===== config.mk =====
export PLATFORM = sky130hd
export DESIGN_NAME = keypad_scan_flat
export DESIGN_NICKNAME = d
export VERILOG_FILES = /design/src/rtl/keypad_scan_if.sv /design/src/rtl/keypad_scan.sv /design/src/flat_wrapper.sv
export SDC_FILE = /design/constraint.sdc
export NUM_CORES = 1
export LEC_CHECK = 0
export BUFFER_PORTS_ARGS = -buffer_cell sky130_fd_sc_hd__buf_2
export CORE_ASPECT_RATIO = 0.8
export CORE_MARGIN = 2
export CORE_UTILIZATION = 39
export CTS_CLUSTER_DIAMETER = 50
export DETAILED_ROUTE_END_ITERATION = 7
export PLACE_DENSITY = 0.56
export SYNTH_ARGS = -nofsm -noshare
export SYNTH_HDL_FRONTEND = slang
export SYNTH_SLANG_ARGS = --single-unit

===== constraint.sdc =====
create_clock -name clk -period 1.8 [get_ports clk]
set_input_delay 0.09 -clock clk [delete_from_list [all_inputs] [get_ports clk]]
set_output_delay 0.09 -clock clk [all_outputs]
set_load 0.005 [all_outputs]

===== src/rtl/keypad_scan_if.sv =====
// Signal bundle between the keypad scanner and its neighbours: keypad matrix
// lines on one side, debounced key state and press events on the other.
interface keypad_scan_if;
    logic [3:0]  col;
    logic [3:0]  row;
    logic [15:0] btn;
    logic [15:0] btn_pulse;
    logic        key_valid;
    logic [3:0]  key_code;
    logic        frame_tick;

    modport master (
        input  col,
        output row, btn, btn_pulse, key_valid, key_code, frame_tick
    );

    modport slave (
        output col,
        input  row, btn, btn_pulse, key_valid, key_code, frame_tick
    );
endinterface


===== src/rtl/keypad_scan.sv =====
// 4x4 matrix keypad scanner: row drive, column capture into a 16-bit frame,
// per-key frame-count debounce and one-shot press events.
module keypad_scan #(
    parameter int CLK_DIV        = 2500,
    parameter int DEBOUNCE_SCANS = 4
) (
    input  logic          clk,
    input  logic          rst,
    keypad_scan_if.master kp
);
    localparam int DIV_W = (CLK_DIV > 1) ? $clog2(CLK_DIV) : 1;
    localparam int CNT_W = $clog2(DEBOUNCE_SCANS + 1);
    localparam logic [DIV_W-1:0] DIV_LAST = DIV_W'(CLK_DIV - 1);
    localparam logic [CNT_W-1:0] CNT_LAST = CNT_W'(DEBOUNCE_SCANS - 1);

    logic [3:0]       col_p0;
    logic [3:0]       col_p1;
    logic [DIV_W-1:0] div_cnt;
    logic [1:0]       row_sel;
    logic [1:0]       row_next;
    logic [15:0]      raw;
    logic             sample;
    logic [CNT_W-1:0] cnt     [16];
    logic [CNT_W-1:0] cnt_nxt [16];
    logic [15:0]      btn_nxt;
    logic [15:0]      rise;

    function automatic logic [3:0] lowest_index(input logic [15:0] v);
        logic [3:0] idx;
        idx = 4'd0;
        for (int i = 15; i >= 0; i--) begin
            if (v[i]) idx = 4'(i);
        end
        return idx;
    endfunction

    assign sample   = (div_cnt == DIV_LAST);
    assign row_next = row_sel + 2'd1;

    // Stage 0: column synchronizer, row scan and frame capture.
    // The synchronizer idles at all-ones (no key) so nothing is seen pressed out of reset.
    always_ff @(posedge clk) begin
        if (rst) begin
            col_p0        <= 4'hF;
            col_p1        <= 4'hF;
            div_cnt       <= '0;
            row_sel       <= 2'd0;
            raw           <= '0;
            kp.row        <= 4'b1110;
            kp.frame_tick <= 1'b0;
        end else begin
            col_p0        <= kp.col;
            col_p1        <= col_p0;
            kp.frame_tick <= sample && (row_sel == 2'd3);
            if (sample) begin
                div_cnt                   <= '0;
                raw[{row_sel, 2'b00} +: 4] <= ~col_p1;
                row_sel                   <= row_next;
                kp.row                    <= ~(4'b0001 << row_next);
            end else begin
                div_cnt <= div_cnt + 1'b1;
            end
        end
    end

    always_comb begin
        btn_nxt = kp.btn;
        for (int k = 0; k < 16; k++) begin
            cnt_nxt[k] = cnt[k];
            if (raw[k] == kp.btn[k]) begin
                cnt_nxt[k] = '0;
            end else if (cnt[k] == CNT_LAST) begin
                btn_nxt[k] = raw[k];
                cnt_nxt[k] = '0;
            end else begin
                cnt_nxt[k] = cnt[k] + 1'b1;
            end
        end
        rise = btn_nxt & ~kp.btn;
    end

    // Stage 1: debounce and press-event registers, updated once per frame.
    always_ff @(posedge clk) begin
        if (rst) begin
            kp.btn       <= '0;
            kp.btn_pulse <= '0;
            kp.key_valid <= 1'b0;
            kp.key_code  <= 4'd0;
            for (int k = 0; k < 16; k++) cnt[k] <= '0;
        end else begin
            kp.btn_pulse <= '0;
            kp.key_valid <= 1'b0;
            if (kp.frame_tick) begin
                kp.btn       <= btn_nxt;
                kp.btn_pulse <= rise;
                kp.key_valid <= |rise;
                if (|rise) kp.key_code <= lowest_index(rise);
                for (int k = 0; k < 16; k++) cnt[k] <= cnt_nxt[k];
            end
        end
    end
endmodule


===== src/flat_wrapper.sv =====
// flat-port wrapper written by rule: the top's interface ports become plain ports
module keypad_scan_flat 
#(
    parameter int CLK_DIV        = 2500,
    parameter int DEBOUNCE_SCANS = 4
)
  (clk, rst, kp_col, kp_row, kp_btn, kp_btn_pulse, kp_key_valid, kp_key_code, kp_frame_tick);
  keypad_scan_if kp_i ();
  input  logic clk;
  input  logic rst;
  input wire logic [$bits(kp_i.col)-1:0] kp_col;
  output wire logic [$bits(kp_i.row)-1:0] kp_row;
  output wire logic [$bits(kp_i.btn)-1:0] kp_btn;
  output wire logic [$bits(kp_i.btn_pulse)-1:0] kp_btn_pulse;
  output wire logic [$bits(kp_i.key_valid)-1:0] kp_key_valid;
  output wire logic [$bits(kp_i.key_code)-1:0] kp_key_code;
  output wire logic [$bits(kp_i.frame_tick)-1:0] kp_frame_tick;
  assign kp_i.col = kp_col;
  assign kp_row = kp_i.row;
  assign kp_btn = kp_i.btn;
  assign kp_btn_pulse = kp_i.btn_pulse;
  assign kp_key_valid = kp_i.key_valid;
  assign kp_key_code = kp_i.key_code;
  assign kp_frame_tick = kp_i.frame_tick;
  keypad_scan #(.CLK_DIV(CLK_DIV), .DEBOUNCE_SCANS(DEBOUNCE_SCANS)) u_core (.clk(clk), .rst(rst), .kp(kp_i));
endmodule

# Word level (Yosys, flattened, before mapping)
# Memories as Yosys holds them, arrays and structs flattened.
# Cells that the tools add are included.
[word_totals]
ff_bits = 80
mem_bits_rw = 48
inputBits = 6
memories = 1
[classes]
n_addsub = 19
eq_ne = 34
n_shift = 3
muxes = 102
bitwise_logic = 21
n_reduce_logical = 5
[memory_table]
columns = ["name", "depth", "word_bits", "read_ports", "rd_ports_with_merged_regs", "wr", "line", "text"]
rows = [
  ["u_core.cnt", 16, 3, 16, 0, 16, "keypad_scan.sv:23", "logic [CNT_W-1:0] cnt [16];"],
]
[op_table]
columns = ["operator", "n"]
rows = [
  ["two-way mux 3 bit", 48],
  ["two-way mux 4 bit", 16],
  ["adder 3 x 1 -> 3 bit, second input constant", 16],
  ["equality test 3 x 2 -> 1 bit, second input constant", 16],
  ["two-way mux 1 bit", 37],
  ["bitwise AND 16 bit", 1],
  ["bitwise mux 16 bit", 1],
  ["equality test 1 bit", 16],
  ["inverter 16 bit", 1],
  ["bitwise OR 1 bit", 16],
  ["OR reduction 16 bit", 1],
  ["variable shift 4 x 6 -> 16 bit, first input constant", 1],
  ["variable part select 4 x 6 -> 16 bit", 1],
  ["adder 12 x 1 -> 12 bit, second input constant", 1],
  ["equality test 12 bit, second input constant", 1],
  ["inverter 4 bit", 2],
  ["negator 4 -> 6 bit", 1],
  ["OR reduction 2 bit", 2],
  ["left shift 1 x 2 -> 4 bit, first input constant", 1],
  ["adder 2 x 1 -> 2 bit, second input constant", 1],
  ["equality test 2 bit, second input constant", 1],
  ["AND reduction 2 bit", 1],
  ["logical AND 1 bit", 1],
  ["inverter 1 bit", 1],
]

# Depth between registers and ports, before layout
# Gate-level depths: netlist (run 1).
[depth]
depth_word = 20
mapped_depth = 8
mapped_depth_nobuf = 8

# Least setup slack after synthesis (run 1)
# No wires, ideal clock.
[synth_timing]
path_kind = "register to register"
from = "mem u_core.cnt[3][9] in the netlist's numbering"
to = "reg u_core.kp.key_code[2]"
setup_time_ns = 0.132
arrival_ns = 1.865
slack_ns = -0.198
stages_incl_launch_ff = 8
period_less_slack_ns = 1.998
path_cell_list = "edfxtp_1 > ha_1 > ha_1 > nand3b_1 > nand4_1 > o41ai_2 > or3_1 > a21oi_1"
[synth_rtl]
columns = ["element", "line", "text"]
rows = [
  ["start, declared", "keypad_scan.sv:23", ""],
  ["end signal, assigned", "keypad_scan.sv:97", "if (|rise) kp.key_code <= lowest_index(rise);"],
  ["end, declared", "keypad_scan_if.sv:14", "output row, btn, btn_pulse, key_valid, key_code, frame_tick"],
]

==> tab_implementation.tex, run 1 <==
\begin{tabular}{lr}
\hline
Metric & Value \\
\hline
\multicolumn{2}{l}{\textbf{Status}} \\
\quad Run status & complete, but fails checks \\
\quad Failing checks & setup timing \\
\multicolumn{2}{l}{\textbf{Drt}} \\
\quad Routed met3 length & 634 um \\
\quad Number of remaining DRC errors & 0 \\
\quad DRT met1 WL & around 6300 um \\
\quad Total via count after detailed routing & 4451 \\
\quad DR top layer & met4 \\
\quad Iter 0 DRT Violations & 212 \\
\quad Pre-Repair DR Iteration Count & 5 \\
\quad Routed len/inst & 14.78 um \\
\quad Post-route antenna net violation count & 0 \\
\quad Routed wire length & 13530 um \\
\quad Via count normalized by instance count & just under 5 \\
\quad Routed length on met2 & 6467 um \\
\multicolumn{2}{l}{\textbf{Logic synthesis}} \\
\quad Synthesized flop and latch total & between 100 and 150 \\
\quad Asr flop ratio synth & 0\% \\
\quad Synthesized instance count & 561 \\
\quad Synth warn & 0 \\
\quad Cell Area, Synth & 5530 sq um \\
\quad Most frequently used flop master after synthesis & dfxtp\_1 \\
\quad Number of flops mapped to enable cells by yosys & 48 \\
\quad Share of synthesized area occupied by flip-flops and latches & 55.02\% \\
\quad Mean Syn Cell Area & 9.858 sq um \\
\quad Distinct cell type count of the synthesized netlist & 38 \\
\quad Total nets after synthesis & 605 \\
\multicolumn{2}{l}{\textbf{Power}} \\
\quad Reported leakage power & 3.356 nW \\
\quad Switching power & 0.001332 W \\
\quad Sequential share of power & 47.2\% \\
\quad Clock network fraction of total power & between 40 and 50\% \\
\quad Cell area power density & 820.1 nW/um\^{}2 \\
\quad Overall power & 0.006534 W \\
\quad Switching part of the total & slightly above 20\% \\
\quad Proportion of power drawn by combinational gates & 3.3\% \\
\quad Worst ir drop on vdd & approximately 690 uV \\
\quad Internal power component & about 0.0052 W \\
\multicolumn{2}{l}{\textbf{STA}} \\
\quad Max Clock Skew & 0.007089 ns \\
\quad Maximum clock rate & approximately 500 MHz \\
\quad Total negative setup slack & -4.255 ns \\
\quad Count of final hold-check violations & 0 \\
\quad Fin worst setup slack & -0.1930 ns \\
\quad Final worst path period need & around 2.0 ns \\
\quad Ratio of final minimum period to clock period & 110.7\% \\
\quad Endpoints failing setup & 37 \\
\quad Unrepaired setup endpoints after global routing & yes \\
\quad Slew margin rel. & a little over two thirds \\
\quad Worst slew pin tran & between 0.4 and 0.5 ns \\
\quad Fin. max-slew vios & 0 \\
\quad Final hold slack & between 0.2 and 0.25 ns \\
\multicolumn{2}{l}{\textbf{Worst setup path}} \\
\quad Type of element capturing the critical path & flip-flop \\
\quad CP required & 2.09 ns \\
\quad Crit path launch type & flip-flop \\
\quad Highest net fanout along the worst path & 7 \\
\quad Worst EP arrival & approximately 2.3 ns \\
\quad Classification of the worst setup path & reg -> reg \\
\multicolumn{2}{l}{\textbf{Floorplan}} \\
\quad Count of standard-cell rows & 38 \\
\quad Num ports & 48 \\
\quad Chip Width & between 100 and 150 um \\
\quad Die height & between 100 and 150 um \\
\quad Core Footprint & 13690 sq um \\
\quad Starting utilization of the core area & 40.39\% \\
\quad Area enclosed by the die boundary & 15150 sq um \\
\multicolumn{2}{l}{\textbf{Cells and area}} \\
\quad Antenna diodes & 0 \\
\quad Layout area overhead & 44.05\% \\
\quad Share of cells above drive strength 1 & 36.33\% \\
\quad Share of the core filled with cells & 58.18\% \\
\quad Number of fill cells & 1156 \\
\quad Final cell count without fillers & 915 \\
\quad Final layout net count & 766 \\
\multicolumn{2}{l}{\textbf{Place}} \\
\quad Routability Congestion & 0.7984 \\
\quad Number of instances in the placed design & between 800 and 900 \\
\quad Post-DP HPWL & around 9000 um \\
\quad PortBufs & 47 \\
\multicolumn{2}{l}{\textbf{Clocking}} \\
\quad Maximum buffer depth of the clock tree & 2 \\
\quad Total number of clock tree sinks & 128 \\
\quad Root buffer cell & clkbuf\_16 \\
\quad Worst skew pair latency & 0.41 ns \\
\quad TritonCTS clock tree & done \\
\quad Clock buffers created by TritonCTS & 17 \\
\quad Depth of the CTS H-tree & 4 \\
\quad Clock slew at reported path FFs & about 0.05 ns \\
\multicolumn{2}{l}{\textbf{Global routing}} \\
\quad Global-route usage over all layers & 18.74\% \\
\quad Number of global-route vias before repair & 4409 \\
\quad Initial antenna violation count & 0 \\
\quad Global-route wire length before repair & 21880 um \\
\quad Maximum number of pins on one net before global-route repair & 37 \\
\quad Total congestion overflow & 0 \\
\multicolumn{2}{l}{\textbf{Min path}} \\
\quad Worst hold path class & in -> reg \\
\multicolumn{2}{l}{\textbf{Flow run}} \\
\quad Maximum capacitance violations & 0 \\
\hline
\end{tabular}
==> power by group through the flow <==
stage / Clock (W) / Sequential, W / Combinational, W
after floorplan: 0 / 0.00313 / 0.000104
after global placement: 0 / 0.00313 / 0.000178
after detailed placement: 0 / 0.00314 / 0.000188
after CTS: 0.00329 / 0.00308 / 0.000210
after global routing: 0.00340 / 0.00309 / 0.000249
final: 0.00323 / 0.00309 / 0.000219
==> final timing paths <==
check,slack [ns],to,cells past startpoint,start
worst max register to register,-0.19,u_core.kp.key_valid,9,u_core.cnt[0][0]
worst max-delay path,-0.19,u_core.kp.key_valid,9,u_core.cnt[0][0]
worst min register to register,0.41,u_core.col_p1[1],1,u_core.col_p0[1]
worst min-delay path,0.20,u_core.row_sel[0],3,rst
==> cell usage in the layout (no fill, tap or decap), types with 21 or more instances in the layout <==
master / count
dfxtp_1: 78
nand3_1: 22
buf_4: 89
edfxtp_1: 48
ha_2: 21
a21oi_1: 23
buf_2: 47
inv_1: 40
nor2_1: 103
nand2_1: 49
==> cells in the mapped netlist (2+ instances only) <==
cell type	instances	area [sq um]
o21ai_0	9	45.04
a221oi_1	2	17.52
nor2_1	103	386.6
buf_1	2	7.510
nand4_1	5	31.28
nand2b_1	5	31.28
a21oi_1	36	180.2
or3_1	16	100.1
edfxtp_1	48	1441
nand2_1	49	183.9
inv_1	40	150.1
nand2_2	2	12.51
nand3b_1	17	127.6
xnor2_1	19	166.4
clkbuf_1	10	37.54
or2_2	11	68.82
nand2_4	2	22.52
nand3_1	22	110.1
and3_1	3	18.77
dfxtp_1	80	1602
ha_1	38	475.5
nor2b_1	3	18.77
nor3_1	15	75.07
o211ai_1	2	15.01
a31oi_1	2	12.51
xor2_1	7	61.31
or4b_1	2	20.02
==> metrics by stage <==
| stage | worst slack, ns | cell area [sq um] |
|---|---|---|
| 5_1_grt | -0.3147 | 7966 |
| 3_3_place_gp | -0.2051 | 6679 |
| 2_1_floorplan | -0.06464 | 5634 |
| 6_report | -0.1930 | 7966 |
| 3_5_place_dp | -0.2915 | 6679 |
| 4_1_cts | -0.2455 | 7740 |
==> per-layer routing <==
metal / track usage (%) / vias to the layer above
met5: 0 / -
met4: 6.460 / 0
met3: 4.775 / 9
met2: 29.02 / 96
met1: 25.35 / 2114
li1: - / 2232
==> registers in the layout, summed over array words and instances (netlist names), 4 cells and up <==
signal / cells
u_core.cnt: 48
u_core.kp.btn: 16
u_core.kp.btn_pulse: 16
u_core.raw: 16
u_core.div_cnt: 12
u_core.col_p0: 4
u_core.col_p1: 4
u_core.kp.key_code: 4
u_core.kp.row: 4
==> cell families (layout without fill, tap and decap cells) <==
group	Yosys count	after routing	share of synthesized area, %
flops	128	128	55.02
xor+xnor	26	26	4.118
mux	1	1	0.1810
compound gates	54	54	5.453
simple gates	260	262	22.81
buf+inv	54	226	3.823
fa+ha+maj	38	38	8.597
==> what timing repair did <==
action	in CTS	in global routing
endpoints found under the setup margin	36	38
resized for setup	65	36
gates cloned	3	0
hold buffers	4	0
pin swaps	25	32
hold endpoints to repair	4	0
setup buffers	14	10
==> layout make-up <==
class	count	area, sq um	area share, %
flip-flops and latches	128	3045	38.23
multi-input cells	381	2850	35.78
repair buffers	154	1140	14.31
clock buffers	26	500.5	6.282
inverters	40	150.1	1.885
well taps	180	225.2	2.827
clock inverters	6	55.05	0.6911
==> worst max-delay path, stage by stage, from the launching register on <==
cell and delay [ns]:
edfxtp_1 0.40, ha_2 0.21, ha_4 0.15, nand3b_1 0.12, nand4_1 0.20, o41ai_4 0.38
buf_4 0.19, buf_4 0.11, buf_6 0.08, nor2_1 0.03
(Power assumes the default switching activity.)
==> run 2, diff against run 1 <==
ABC_AREA = 1   (was not set)
PLACE_DENSITY = not set   (was 0.56)
==> run 2 against run 1 <==
The flow still finishes with violations (setup timing). Non-clock buffer count down 21. Flip-flop and latch count did not move. Count of clock-buffer cells in the layout is 2 lower. Final area shrank 5.9%. Power is 2.6% lower. Final cell count increased by 6.6%. Critical path depth increased by 3. Via count rose by 0.88%. Sequential power about the same. Sequential share of layout area up 2.4 points. Register-to-register slack better by 0.12 ns. Hold slack lost 0.13 ns. Critical path type unchanged. Critical endpoint is now u_core.kp.key_code[0]. Largest cell class unchanged. Highest routed layer unchanged.
==> tab_implementation.tex, run 2 <==
\begin{tabular}{lr}
\hline
Metric & Value \\
\hline
\multicolumn{2}{l}{\textbf{Status}} \\
\quad Run status & complete, but fails checks \\
\quad Failing checks & setup timing \\
\multicolumn{2}{l}{\textbf{Place}} \\
\quad Post-DP HPWL & between 8000 and 9000 um \\
\quad Number of instances in the placed design & 920 \\
\quad Routability Congestion & $\sim$0.80 \\
\quad PortBufs & 47 \\
\multicolumn{2}{l}{\textbf{Worst setup path}} \\
\quad Slowest stage cell, crit path & edfxtp\_1 \\
\quad Critical R2R Capture & u\_core.kp.key\_code[0] \\
\quad Peak per-stage delay on the critical path & between 0.3 and 0.4 ns \\
\quad Highest net fanout along the worst path & 5 \\
\quad Number of cell instances on the worst register-to-register path & 12 \\
\quad Reg2reg start & u\_core.cnt[0][0] \\
\quad Crit path launch type & flip-flop \\
\quad Worst EP arrival & $\sim$2.2 ns \\
\quad Type of element capturing the critical path & flip-flop \\
\quad Crit path cell chain & ha\_1, ha\_2, nand2\_1, nor2\_1, nor2\_1, nand2\_1, o21ai\_2, nand2\_2, inv\_2, nor2\_1, nand2\_1, a21oi\_2 \\
\quad Flop2flop setup slack & -0.08 ns \\
\quad CP required & between 2 and 2.5 ns \\
\quad Family with the most delay on the worst path & simple AND/OR/NAND/NOR gates \\
\quad Classification of the worst setup path & reg -> reg \\
\quad Number of buffer and inverter instances along the worst setup path & 1 \\
\multicolumn{2}{l}{\textbf{Power}} \\
\quad Sequential share of power & 48.4\% \\
\quad Worst ir drop on vdd & 634.3 uV \\
\quad Clock network fraction of total power & 48.4\% \\
\quad Proportion of power drawn by combinational gates & roughly 3.2\% \\
\quad Overall power & 0.006362 W \\
\quad Cell area power density & 849.1 nW/um\^{}2 \\
\quad Switching power & 0.001307 W \\
\quad Reported leakage power & $\sim$3.3 nW \\
\quad Internal power component & 0.005055 W \\
\quad Switching part of the total & 20.54\% \\
\multicolumn{2}{l}{\textbf{Min path}} \\
\quad Worst hold path class & in -> reg \\
\quad Instance count along the most critical hold path & 2 \\
\quad Worst min-delay path endpoint & u\_core.kp.key\_code[0] \\
\quad Min-delay src & rst \\
\multicolumn{2}{l}{\textbf{Logic synthesis}} \\
\quad Distinct cell type count of the synthesized netlist & 32 \\
\quad Asr flop ratio synth & 0\% \\
\quad Synth top area share & 28.24\% \\
\quad Most frequently used flop master after synthesis & dfxtp\_1 \\
\quad Most frequent cells after synthesis & 122 x nor2\_1, 94 x nand2\_1, 83 x inv\_1, 80 x dfxtp\_1, 48 x edfxtp\_1 \\
\quad Number of flops mapped to enable cells by yosys & 48 \\
\quad Share of synthesized area occupied by flip-flops and latches & a little over half \\
\quad Cell Area, Synth & 5670 sq um \\
\quad Cell types with the largest area share after synthesis & dfxtp\_1 28\%, edfxtp\_1 25\%, ha\_1 8.4\% \\
\quad Total nets after synthesis & 680 \\
\quad Mean Syn Cell Area & between 8 and 9 sq um \\
\quad Synthesized flop and latch total & $\sim$130 \\
\quad Most frequently used cell type in the post-synthesis netlist & nor2\_1 \\
\quad Cell taking the most area after synthesis & dfxtp\_1 \\
\quad Synthesized instance count & 636 \\
\quad Synth warn & 0 \\
\multicolumn{2}{l}{\textbf{STA}} \\
\quad Ratio of final minimum period to clock period & 104.2\% \\
\quad Maximum clock rate & 533.3 MHz \\
\quad Fin. max-slew vios & 0 \\
\quad Final worst path period need & around 1.9 ns \\
\quad Slew margin rel. & 71.81\% \\
\quad Fin worst setup slack & -0.07516 ns \\
\quad Count of final hold-check violations & 0 \\
\quad Worst slew pin tran & 0.4228 ns \\
\quad Endpoints failing setup & 4 \\
\quad Max Clock Skew & 0.006703 ns \\
\quad Total negative setup slack & -0.1895 ns \\
\quad Unrepaired setup endpoints after global routing & yes \\
\multicolumn{2}{l}{\textbf{Drt}} \\
\quad Routed len/inst & 12.74 um \\
\quad Post-route antenna net violation count & 0 \\
\quad Via count normalized by instance count & 4.605 \\
\quad Number of remaining DRC errors & 0 \\
\quad Total via count after detailed routing & about 4500 \\
\quad Pre-Repair DR Iteration Count & 4 \\
\quad Iter 0 DRT Violations & approximately 180 \\
\quad Routed wire length & 12420 um \\
\multicolumn{2}{l}{\textbf{Clocking}} \\
\quad Clock buffers created by TritonCTS & 17 \\
\quad Root buffer cell & clkbuf\_16 \\
\quad TritonCTS clock tree & done \\
\quad Worst skew pair latency & 0.42 ns \\
\quad Total number of clock tree sinks & 128 \\
\quad Maximum buffer depth of the clock tree & 2 \\
\quad Depth of the CTS H-tree & 4 \\
\quad Clock slew at reported path FFs & 0.05 ns \\
\multicolumn{2}{l}{\textbf{Global routing}} \\
\quad Maximum number of pins on one net before global-route repair & 32 \\
\quad Total congestion overflow & 0 \\
\quad Initial antenna violation count & 0 \\
\quad Number of global-route vias before repair & 4346 \\
\quad Global-route usage over all layers & 16.80\% \\
\quad Global-route wire length before repair & between 20000 and 25000 um \\
\multicolumn{2}{l}{\textbf{Floorplan}} \\
\quad Core Footprint & between 10000 and 15000 sq um \\
\quad Chip Width & 138.8 um \\
\quad Area enclosed by the die boundary & 15530 sq um \\
\quad Die height & roughly 110 um \\
\quad Num ports & 48 \\
\quad Starting utilization of the core area & about two fifths \\
\quad Count of standard-cell rows & 39 \\
\multicolumn{2}{l}{\textbf{Cells and area}} \\
\quad Most common cell after layout, fill and taps aside & nor2\_1 \\
\quad Max reg flops & 48 \\
\quad Most used cells in the layout excluding fill and tap cells & 117 x nor2\_1, 86 x nand2\_1, 82 x buf\_4 \\
\quad Final layout net count & 822 \\
\quad Layout area overhead & 32.15\% \\
\quad Area of all sequential standard cells & 3044 sq um \\
\quad Register with the most flip-flops & u\_core.cnt \\
\quad Area used by multi-input combinational logic & 2442 sq um \\
\quad Final cell count without fillers & roughly 1000 \\
\quad Number of fill cells & 1333 \\
\quad Antenna diodes & 0 \\
\quad Share of cells above drive strength 1 & between 30\% and 40\% \\
\multicolumn{2}{l}{\textbf{Flow run}} \\
\quad Maximum capacitance violations & 0 \\
\hline
\end{tabular}
## run 2: changes by cell type in the layout (fill, tap and decap cells not counted), moves of 10 or more
cell and delta:
or3_1 -16, nand3b_1 -17, a21oi_2 -10, nand2_2 +10, nor3_4 -14, xnor2_1 -18
a21oi_1 +16, nor2_1 +14, o21ai_0 +15, inv_1 +41, nand2_1 +37
## run 2: layout make-up
class,count,share of cell area (%)
clock buffers,24,6.696
repair buffers,133,11.89
flip-flops and latches,128,40.62
multi-input cells,407,32.59
clock inverters,8,0.4675
well taps,184,3.072
repair inverters,1,0.1002
inverters,90,4.558
## run 2: worst max path at each step
stage / from / to / slack, ns / cells after the start
floorplan: u_core.row_sel[0] / u_core.raw[11] / 0.02 / 8
global placement: u_core.cnt[3][9] / u_core.kp.key_code[0] / -0.15 / 14
detailed placement: u_core.cnt[3][3] / u_core.kp.key_code[0] / -0.20 / 12
CTS: u_core.cnt[3][9] / u_core.kp.key_code[0] / -0.01 / 14
global route: u_core.cnt[3][9] / u_core.kp.key_code[0] / -0.23 / 20
finish: u_core.cnt[0][0] / u_core.kp.key_code[0] / -0.08 / 12
## run 2: cell families after synthesis
logic type               count (synthesis)  synth area share [%]
buffers and inverters                  101                 6.907
adder cells (fa/ha/maj)                 38                 8.385
XOR/XNOR                                12                 1.853
AND/OR/NAND/NOR                        278                 21.69
AO/OA/AOI/OAI                           79                 7.502
flip-flops                             128                 53.66
## run 2: power groups by stage
stage | combinational, W | sequential, W | clock, W
after global placement | 0.000171 | 0.00313 | 0
final | 0.000205 | 0.00308 | 0.00308
after CTS | 0.000199 | 0.00308 | 0.00316
after global routing | 0.000236 | 0.00308 | 0.00328
after floorplan | 0.000111 | 0.00313 | 0
after detailed placement | 0.000178 | 0.00314 | 0
## run 2: metrics by stage
step	worst slack (ns)	area [sq um]	utilization (%)	hold WS, ns
floorplan	0.02322	5674	-	0.1938
global placement	-0.1456	6566	46.08	0.2757
detailed placement	-0.1972	6566	46.08	0.2736
CTS	-0.01200	7358	51.64	0.05728
global route	-0.2326	7493	52.59	0.07499
finish	-0.07516	7493	52.59	0.07022
## run 2: timing repair
action | in CTS | in global routing
pin swaps | 19 | 10
setup buffers | 12 | 6
endpoints found under the setup margin | 4 | 26
hold buffers | 4 | 0
endpoints found under the hold margin | 4 | 0
cloned | 0 | 1
gates resized for setup | 39 | 24
## run 2: routing by layer
metal  track usage, %  share of wire (%)
met3            5.634                4.8
met1            23.01                 50
met2            25.85                 45
met5                0                  0
met4            4.040               0.51
